`src/rtl/spi_multi_io.sv`:
```
`default_nettype none
// ============================================================================
// Module      : spi_multi_io
// Description : Mode-0 SPI slave, oversampled on clk. Single, dual and quad
//               read commands with address/dummy phases; other commands
//               receive single-lane data bytes.
// Revision    : 1.0 - initial release
// ============================================================================
module spi_multi_io #(
    parameter int ADDR_BYTES  = 3,
    parameter int DUMMY_FAST  = 8,
    parameter int DUMMY_QIO   = 6,
    parameter int SYNC_STAGES = 2
) (
    input  logic                    clk,
    input  logic                    reset,
    input  logic                    spi_clk_in,
    input  logic                    spi_cs_in,
    input  logic [3:0]              spi_data_in,
    output logic [3:0]              spi_data_out,
    output logic [3:0]              spi_data_oe,
    output logic [7:0]              byte_rx,
    input  logic [7:0]              byte_tx,
    output logic [8*ADDR_BYTES-1:0] addr,
    output logic                    spi_cmd_strobe,
    output logic                    spi_addr_strobe,
    output logic                    spi_byte_strobe,
    output logic                    spi_tx_strobe
);

    localparam logic [2:0]  c_IDLE      = 3'd0;
    localparam logic [2:0]  c_CMD       = 3'd1;
    localparam logic [2:0]  c_ADDR      = 3'd2;
    localparam logic [2:0]  c_DUMMY     = 3'd3;
    localparam logic [2:0]  c_DATA_OUT  = 3'd4;
    localparam logic [2:0]  c_DATA_IN   = 3'd5;

    localparam logic [1:0]  c_LN1       = 2'd0;
    localparam logic [1:0]  c_LN2       = 2'd1;
    localparam logic [1:0]  c_LN4       = 2'd2;

    localparam logic [15:0] c_ADDR_BITS = 16'(8 * ADDR_BYTES);
    // {valid, spi_clk, cs, data}: valid marks entries that carry real pin samples
    localparam logic [6:0]  c_SYNC_RST  = 7'b0010000;

    logic [6:0]              r_sync [SYNC_STAGES];
    logic                    r_sclk_d;
    logic                    r_armed;
    logic [2:0]              r_state;
    logic [2:0]              w_state_nxt;
    logic [15:0]             r_cnt;
    logic [6:0]              r_shift;
    logic [7:0]              r_byte;
    logic [8*ADDR_BYTES-1:0] r_addr;
    logic [15:0]             r_dummy;
    logic [1:0]              r_out_mode;
    logic                    r_addr_quad;
    logic [6:0]              r_tx;
    logic [3:0]              r_dout;
    logic                    r_cmd_stb;
    logic                    r_addr_stb;
    logic                    r_byte_stb;
    logic                    r_tx_stb;

    logic [6:0]              w_sync;
    logic                    w_sclk;
    logic                    w_cs;
    logic [3:0]              w_din;
    logic                    w_rise;
    logic                    w_fall;
    logic [7:0]              w_shift_nxt;
    logic                    w_last;
    logic [15:0]             w_addr_step;
    logic                    w_dec_read;
    logic                    w_dec_quad;
    logic [1:0]              w_dec_mode;
    logic [15:0]             w_dec_dummy;
    logic [7:0]              w_tx_shift;
    logic [7:0]              w_tx_src;
    logic [3:0]              w_dout_nxt;

    always_ff @(posedge clk) begin
        if (!reset) begin
            for (int i = 0; i < SYNC_STAGES; i++) r_sync[i] <= c_SYNC_RST;
        end else begin
            r_sync[0] <= {1'b1, spi_clk_in, spi_cs_in, spi_data_in};
            for (int i = 1; i < SYNC_STAGES; i++) r_sync[i] <= r_sync[i-1];
        end
    end

    assign w_sync      = r_sync[SYNC_STAGES-1];
    assign w_sclk      = w_sync[5];
    assign w_cs        = w_sync[4];
    assign w_din       = w_sync[3:0];
    assign w_rise      = w_sclk & ~r_sclk_d;
    assign w_fall      = ~w_sclk & r_sclk_d;
    assign w_shift_nxt = {r_shift, w_din[0]};
    assign w_addr_step = r_addr_quad ? 16'd4 : 16'd1;

    always_comb begin
        w_dec_read  = 1'b1;
        w_dec_quad  = 1'b0;
        w_dec_mode  = c_LN1;
        w_dec_dummy = 16'd0;
        case (w_shift_nxt)
            8'h03: ;
            8'h0B: w_dec_dummy = 16'(DUMMY_FAST);
            8'h3B: begin
                w_dec_dummy = 16'(DUMMY_FAST);
                w_dec_mode  = c_LN2;
            end
            8'h6B: begin
                w_dec_dummy = 16'(DUMMY_FAST);
                w_dec_mode  = c_LN4;
            end
            8'hEB: begin
                w_dec_dummy = 16'(DUMMY_QIO);
                w_dec_mode  = c_LN4;
                w_dec_quad  = 1'b1;
            end
            default: w_dec_read = 1'b0;
        endcase
    end

    always_comb begin
        w_last = 1'b0;
        case (r_state)
            c_CMD, c_DATA_IN: w_last = (r_cnt == 16'd7);
            c_ADDR:           w_last = (r_cnt == c_ADDR_BITS - w_addr_step);
            c_DUMMY:          w_last = (r_cnt == r_dummy - 16'd1);
            c_DATA_OUT: begin
                case (r_out_mode)
                    c_LN1:   w_last = (r_cnt == 16'd7);
                    c_LN2:   w_last = (r_cnt == 16'd3);
                    default: w_last = (r_cnt == 16'd1);
                endcase
            end
            default: ;
        endcase
    end

    // A count of zero means the current byte is finished: take a fresh byte_tx
    always_comb begin
        case (r_out_mode)
            c_LN1:   w_tx_shift = {r_tx, 1'b0};
            c_LN2:   w_tx_shift = {r_tx[5:0], 2'b00};
            default: w_tx_shift = {r_tx[3:0], 4'b0000};
        endcase
        w_tx_src = (r_cnt == 16'd0) ? byte_tx : w_tx_shift;
        case (r_out_mode)
            c_LN1:   w_dout_nxt = {2'b00, w_tx_src[7], 1'b0};
            c_LN2:   w_dout_nxt = {2'b00, w_tx_src[7:6]};
            default: w_dout_nxt = w_tx_src[7:4];
        endcase
    end

    always_ff @(posedge clk) begin
        if (!reset) r_state <= c_IDLE;
        else        r_state <= w_state_nxt;
    end

    always_comb begin
        w_state_nxt = r_state;
        if (r_state != c_IDLE && w_cs) begin
            w_state_nxt = c_IDLE;
        end else begin
            case (r_state)
                c_IDLE:  if (r_armed && !w_cs) w_state_nxt = c_CMD;
                c_CMD:   if (w_rise && w_last) w_state_nxt = w_dec_read ? c_ADDR : c_DATA_IN;
                c_ADDR:  if (w_rise && w_last) w_state_nxt = (r_dummy == 16'd0) ? c_DATA_OUT : c_DUMMY;
                c_DUMMY: if (w_rise && w_last) w_state_nxt = c_DATA_OUT;
                default: ;
            endcase
        end
    end

    always_comb begin
        spi_data_oe = 4'b0000;
        if (r_state == c_DATA_OUT) begin
            case (r_out_mode)
                c_LN1:   spi_data_oe = 4'b0010;
                c_LN2:   spi_data_oe = 4'b0011;
                default: spi_data_oe = 4'b1111;
            endcase
        end
    end

    always_ff @(posedge clk) begin
        if (!reset) begin
            r_sclk_d    <= 1'b0;
            r_armed     <= 1'b0;
            r_cnt       <= '0;
            r_shift     <= '0;
            r_byte      <= '0;
            r_addr      <= '0;
            r_dummy     <= '0;
            r_out_mode  <= c_LN1;
            r_addr_quad <= 1'b0;
            r_tx        <= '0;
            r_dout      <= '0;
            r_cmd_stb   <= 1'b0;
            r_addr_stb  <= 1'b0;
            r_byte_stb  <= 1'b0;
            r_tx_stb    <= 1'b0;
        end else begin
            r_sclk_d   <= w_sclk;
            // Only a cs seen high after reset may open a transaction
            r_armed    <= r_armed | (w_sync[6] & w_cs);
            r_cmd_stb  <= 1'b0;
            r_addr_stb <= 1'b0;
            r_byte_stb <= 1'b0;
            r_tx_stb   <= 1'b0;
            if (r_state == c_IDLE || w_cs) begin
                r_cnt <= '0;
                if (w_cs) r_dout <= '0;
            end else begin
                case (r_state)
                    c_CMD: if (w_rise) begin
                        r_shift <= w_shift_nxt[6:0];
                        if (w_last) begin
                            r_cnt       <= '0;
                            r_byte      <= w_shift_nxt;
                            r_cmd_stb   <= 1'b1;
                            r_dummy     <= w_dec_dummy;
                            r_out_mode  <= w_dec_mode;
                            r_addr_quad <= w_dec_quad;
                        end else begin
                            r_cnt <= r_cnt + 16'd1;
                        end
                    end
                    c_ADDR: if (w_rise) begin
                        r_addr <= r_addr_quad ? {r_addr[8*ADDR_BYTES-5:0], w_din}
                                              : {r_addr[8*ADDR_BYTES-2:0], w_din[0]};
                        if (w_last) begin
                            r_cnt      <= '0;
                            r_addr_stb <= 1'b1;
                        end else begin
                            r_cnt <= r_cnt + w_addr_step;
                        end
                    end
                    c_DUMMY: if (w_rise) r_cnt <= w_last ? 16'd0 : r_cnt + 16'd1;
                    c_DATA_OUT: if (w_fall) begin
                        r_tx   <= w_tx_src[6:0];
                        r_dout <= w_dout_nxt;
                        if (r_cnt == 16'd0) r_tx_stb <= 1'b1;
                        r_cnt  <= w_last ? 16'd0 : r_cnt + 16'd1;
                    end
                    c_DATA_IN: if (w_rise) begin
                        r_shift <= w_shift_nxt[6:0];
                        if (w_last) begin
                            r_cnt      <= '0;
                            r_byte     <= w_shift_nxt;
                            r_byte_stb <= 1'b1;
                        end else begin
                            r_cnt <= r_cnt + 16'd1;
                        end
                    end
                    default: ;
                endcase
            end
        end
    end

    assign spi_data_out    = r_dout;
    assign byte_rx         = r_byte;
    assign addr            = r_addr;
    assign spi_cmd_strobe  = r_cmd_stb;
    assign spi_addr_strobe = r_addr_stb;
    assign spi_byte_strobe = r_byte_stb;
    assign spi_tx_strobe   = r_tx_stb;

endmodule
`default_nettype wire

```
`config.mk`:
```
export PLATFORM = sky130hd
export DESIGN_NAME = spi_multi_io
export DESIGN_NICKNAME = d
export VERILOG_FILES = /design/src/rtl/spi_multi_io.sv
export SDC_FILE = /design/constraint.sdc
export NUM_CORES = 1
export LEC_CHECK = 0
export ABC_AREA = 1
export ABC_CLOCK_PERIOD_IN_PS = 2700
export CORE_MARGIN = 2
export CORE_UTILIZATION = 46
export CTS_CLUSTER_SIZE = 40
export DETAILED_ROUTE_END_ITERATION = 12
export PLACE_DENSITY = 0.67
export SLEW_MARGIN = 15
export SYNTH_ARGS = -nofsm -noshare
export SYNTH_HDL_FRONTEND = slang
export SYNTH_SLANG_ARGS = --single-unit
```
`constraint.sdc`:
```
create_clock -name clk -period 2.7 [get_ports clk]
set_input_delay 0.81 -clock clk [delete_from_list [all_inputs] [get_ports clk]]
set_output_delay 0.81 -clock clk [all_outputs]
set_load 0.01 [all_outputs]
```
==> results of run 1 <==
==> cells in the final DEF, fill, tap and decap left out, types with 3 or more instances in the layout <==
| cell | n |
|---|---|
| a21oi_1 | 32 |
| a31oi_1 | 23 |
| buf_4 | 8 |
| clkbuf_8 | 9 |
| clkdlybuf4s50_1 | 57 |
| dfxtp_1 | 92 |
| ha_1 | 7 |
| inv_1 | 85 |
| inv_2 | 4 |
| nand2_1 | 182 |
| nand2_2 | 8 |
| nand3_1 | 47 |
| nand4_1 | 8 |
| nor2_1 | 73 |
| nor2_2 | 3 |
| nor3_1 | 9 |
| o211ai_1 | 7 |
| o21ai_0 | 52 |
| o21ai_1 | 4 |
| o221ai_1 | 3 |
| o22ai_1 | 4 |
| or2_2 | 3 |
| xnor2_1 | 4 |
| xor2_1 | 6 |
==> power by group through the flow <==
stage / clock [mW] / combinational, mW / sequential (mW)
2_1_floorplan: 0 / 0.421 / 1.46
3_3_place_gp: 0 / 0.520 / 1.48
3_5_place_dp: 0 / 0.534 / 1.48
4_1_cts: 1.05 / 0.541 / 1.45
5_1_grt: 1.10 / 0.605 / 1.46
6_report: 1.02 / 0.545 / 1.45
==> per-layer routing <==
metal	GRT usage	up-vias	part of all wire
li1	-	2370	-
met3	0.0266	9	0.026
met2	0.355	63	0.49
met1	0.290	2158	0.48
met4	0.0695	0	0.012
met5	0	-	0
==> cell type report <==
type,count,area [um^2],area share
Tap cell,136,170,0.0303
Clock inverter,5,83.8,0.0149
Timing Repair Buffer,67,648,0.115
Sequential cell,94,1880,0.335
Inverter,89,334,0.0594
Multi-Input combinational cell,490,2370,0.422
Clock buffer,10,128,0.0227
==> critical path: stages (launching register included) <==
cell and delay [ns]:
dfxtp_1 0.38, inv_2 0.09, nand2_2 0.11, nor2_4 0.16, nand2_1 0.08, inv_1 0.06
clkdlybuf4s50_1 0.52
==> sequential cells by signal, summed over array words and instances, names as in the netlist <==
register         cells
addr                24
byte_rx              8
r_addr_quad          1
r_armed              1
r_cnt               16
r_dummy              2
r_out_mode           2
r_sclk_d             1
r_shift              7
r_state              3
r_sync              14
r_tx                 7
spi_addr_strobe      1
spi_byte_strobe      1
spi_cmd_strobe       1
spi_data_out         4
spi_tx_strobe        1
==> cell families (layout without fill, tap and decap cells) <==
| family | after synthesis | after routing | synth area share |
|---|---|---|---|
| AO/OA/AOI/OAI | 131 | 131 | 0.156 |
| XOR/XNOR | 10 | 10 | 0.0185 |
| adder cells (fa/ha/maj) | 7 | 7 | 0.0185 |
| buffers and inverters | 121 | 171 | 0.104 |
| flip-flops | 94 | 94 | 0.397 |
| AND/OR/NAND/NOR | 342 | 342 | 0.305 |
==> worst paths after layout <==
check | start | endpoint | slack [ns] | depth (start not counted)
worst max-delay path | r_state[0] | spi_data_oe[0] | 0.13 | 6
worst min-delay path | r_sync[0][5] | r_sync[0][12] | 0.41 | 2
worst max register to register | r_cnt[0] | byte_rx[5] | 0.55 | 12
worst min register to register | r_sync[0][5] | r_sync[0][12] | 0.41 | 2
==> stage by stage <==
stage / area (um^2) / hold slack, ns / cells
after global routing: 5620 / 0.435 / 891
final: 5620 / 0.415 / 891
after detailed placement: 5400 / 0.397 / 876
after global placement: 5400 / 0.394 / 876
after floorplan: 4740 / 0.390 / 705
after CTS: 5620 / 0.412 / 891
==> impl_metrics.json, run 1 <==
{
  "ys_types": 38,
  "rows": 37,
  "die-width_um": 105,
  "dp_slack_ns": 0.195,
  "fin_skew_ns": 0.00677,
  "finalMaxSlewViolations": 0,
  "power.total_mw": 3.02,
  "grt_max_degree": 57,
  "ys_seq_area_frac": 0.397,
  "final_layout_size_suffix_gt1_frac": 0.0623,
  "utilization": 0.554,
  "io-pin-count": 60,
  "cp.required_ns": 1.89,
  "final-setup-viol-count": 0,
  "synth-async-reset-ratio": 0,
  "period_minus_slack_ns": 2.57,
  "grt_pass1_vias": 4167,
  "synth_top_area_frac": 0.397,
  "ant_nets": 0,
  "netSwitchingPower_mw": 0.912,
  "fin_ws_ns": 0.129,
  "p_leak_nw": 2.30,
  "post-cts-setup-buffers": 0,
  "cp.arrival_ns": 1.76,
  "yosys_warnings": 0,
  "synth_nets": 728,
  "grt_pass1_wl_um": 19700,
  "drt_iter0_drc": 181,
  "synth_commonest_cells": "nand2_1 (183), dfxtp_1 (94), inv_1 (85)",
  "cts-resized-gates": 5,
  "clock_sinks": 94,
  "synth_flop_cell": "dfxtp_1",
  "status": "finished clean",
  "vias": 4600,
  "internal_power_mw": 2.11,
  "ys_ff_latch": 94,
  "fmax_mhz": 389,
  "cellPowerDensity_mw_per_mm2": 538,
  "grt_setup_unrepaired": "no",
  "swShare": 0.302,
  "htreeDepth": 3,
  "hold_path_class": "reg2reg",
  "globalRouteTotalUtil": 0.215,
  "postSynthCellCount": 705,
  "clock-root-buffer": "clkbuf_8",
  "holdBufCountCts": 0,
  "cts.path.max_buffers": 2,
  "path_max_fanout": 6,
  "irDropWorstVdd_uv": 255,
  "power_frac_comb": 0.180,
  "drcViolationCount": 0,
  "diodes": 0,
  "cts.clk_slew.worst_paths_ns": 0.09,
  "fin_setup_tns_ns": 0,
  "fill_cells": 1014,
  "synth_most_common_cell": "nand2_1",
  "routed_wl_um": 11700,
  "grt_overflow": 0,
  "firstDrtPassIters": 4,
  "synth_enable_flop_cells": 0,
  "avgSynthCellArea_um2": 6.72,
  "crit_type": "reg2out",
  "final_hold_viol_count": 0,
  "drt-wirelength-per-cell_um": 13.1,
  "cp-start-kind": "flop",
  "pwr-share-clk": 0.339,
  "start_util": 0.467,
  "critPathCaptureType": "primary output",
  "cts_tree": "done",
  "synth_top_area_cell": "dfxtp_1",
  "via_per_inst": 5.16,
  "worstSkewPairLatency_ns": 0.36,
  "nets": 774,
  "place.port_buffers": 59,
  "netlist_top_cells_area": "dfxtp_1 (40%), nand2_1 (15%), inv_1 (6.7%)",
  "synth_area_mm2": 0.00474,
  "tightest_slew_ns": 0.540,
  "place.gp.congestion": 0.865,
  "cts_buffers": 9,
  "cap_violations": 0,
  "antenna_found_initial": 0,
  "fp.dieH_um": 105,
  "place.detailed.hpwl_um": 8420,
  "seq_power_share": 0.480,
  "fp.coreArea_mm2": 0.0101,
  "relSlewSlack": 0.631,
  "die-area_mm2": 0.0111,
  "area_growth_pct": 18.6,
  "period_share": 0.952
}
(Power assumes the default switching activity.)
==> run 2, diff against run 1 <==
CTS_CLUSTER_DIAMETER = 200   (was default)
==> results of run 2 <==
The final DEF is identical to that of run 1; final timing and power are the same.
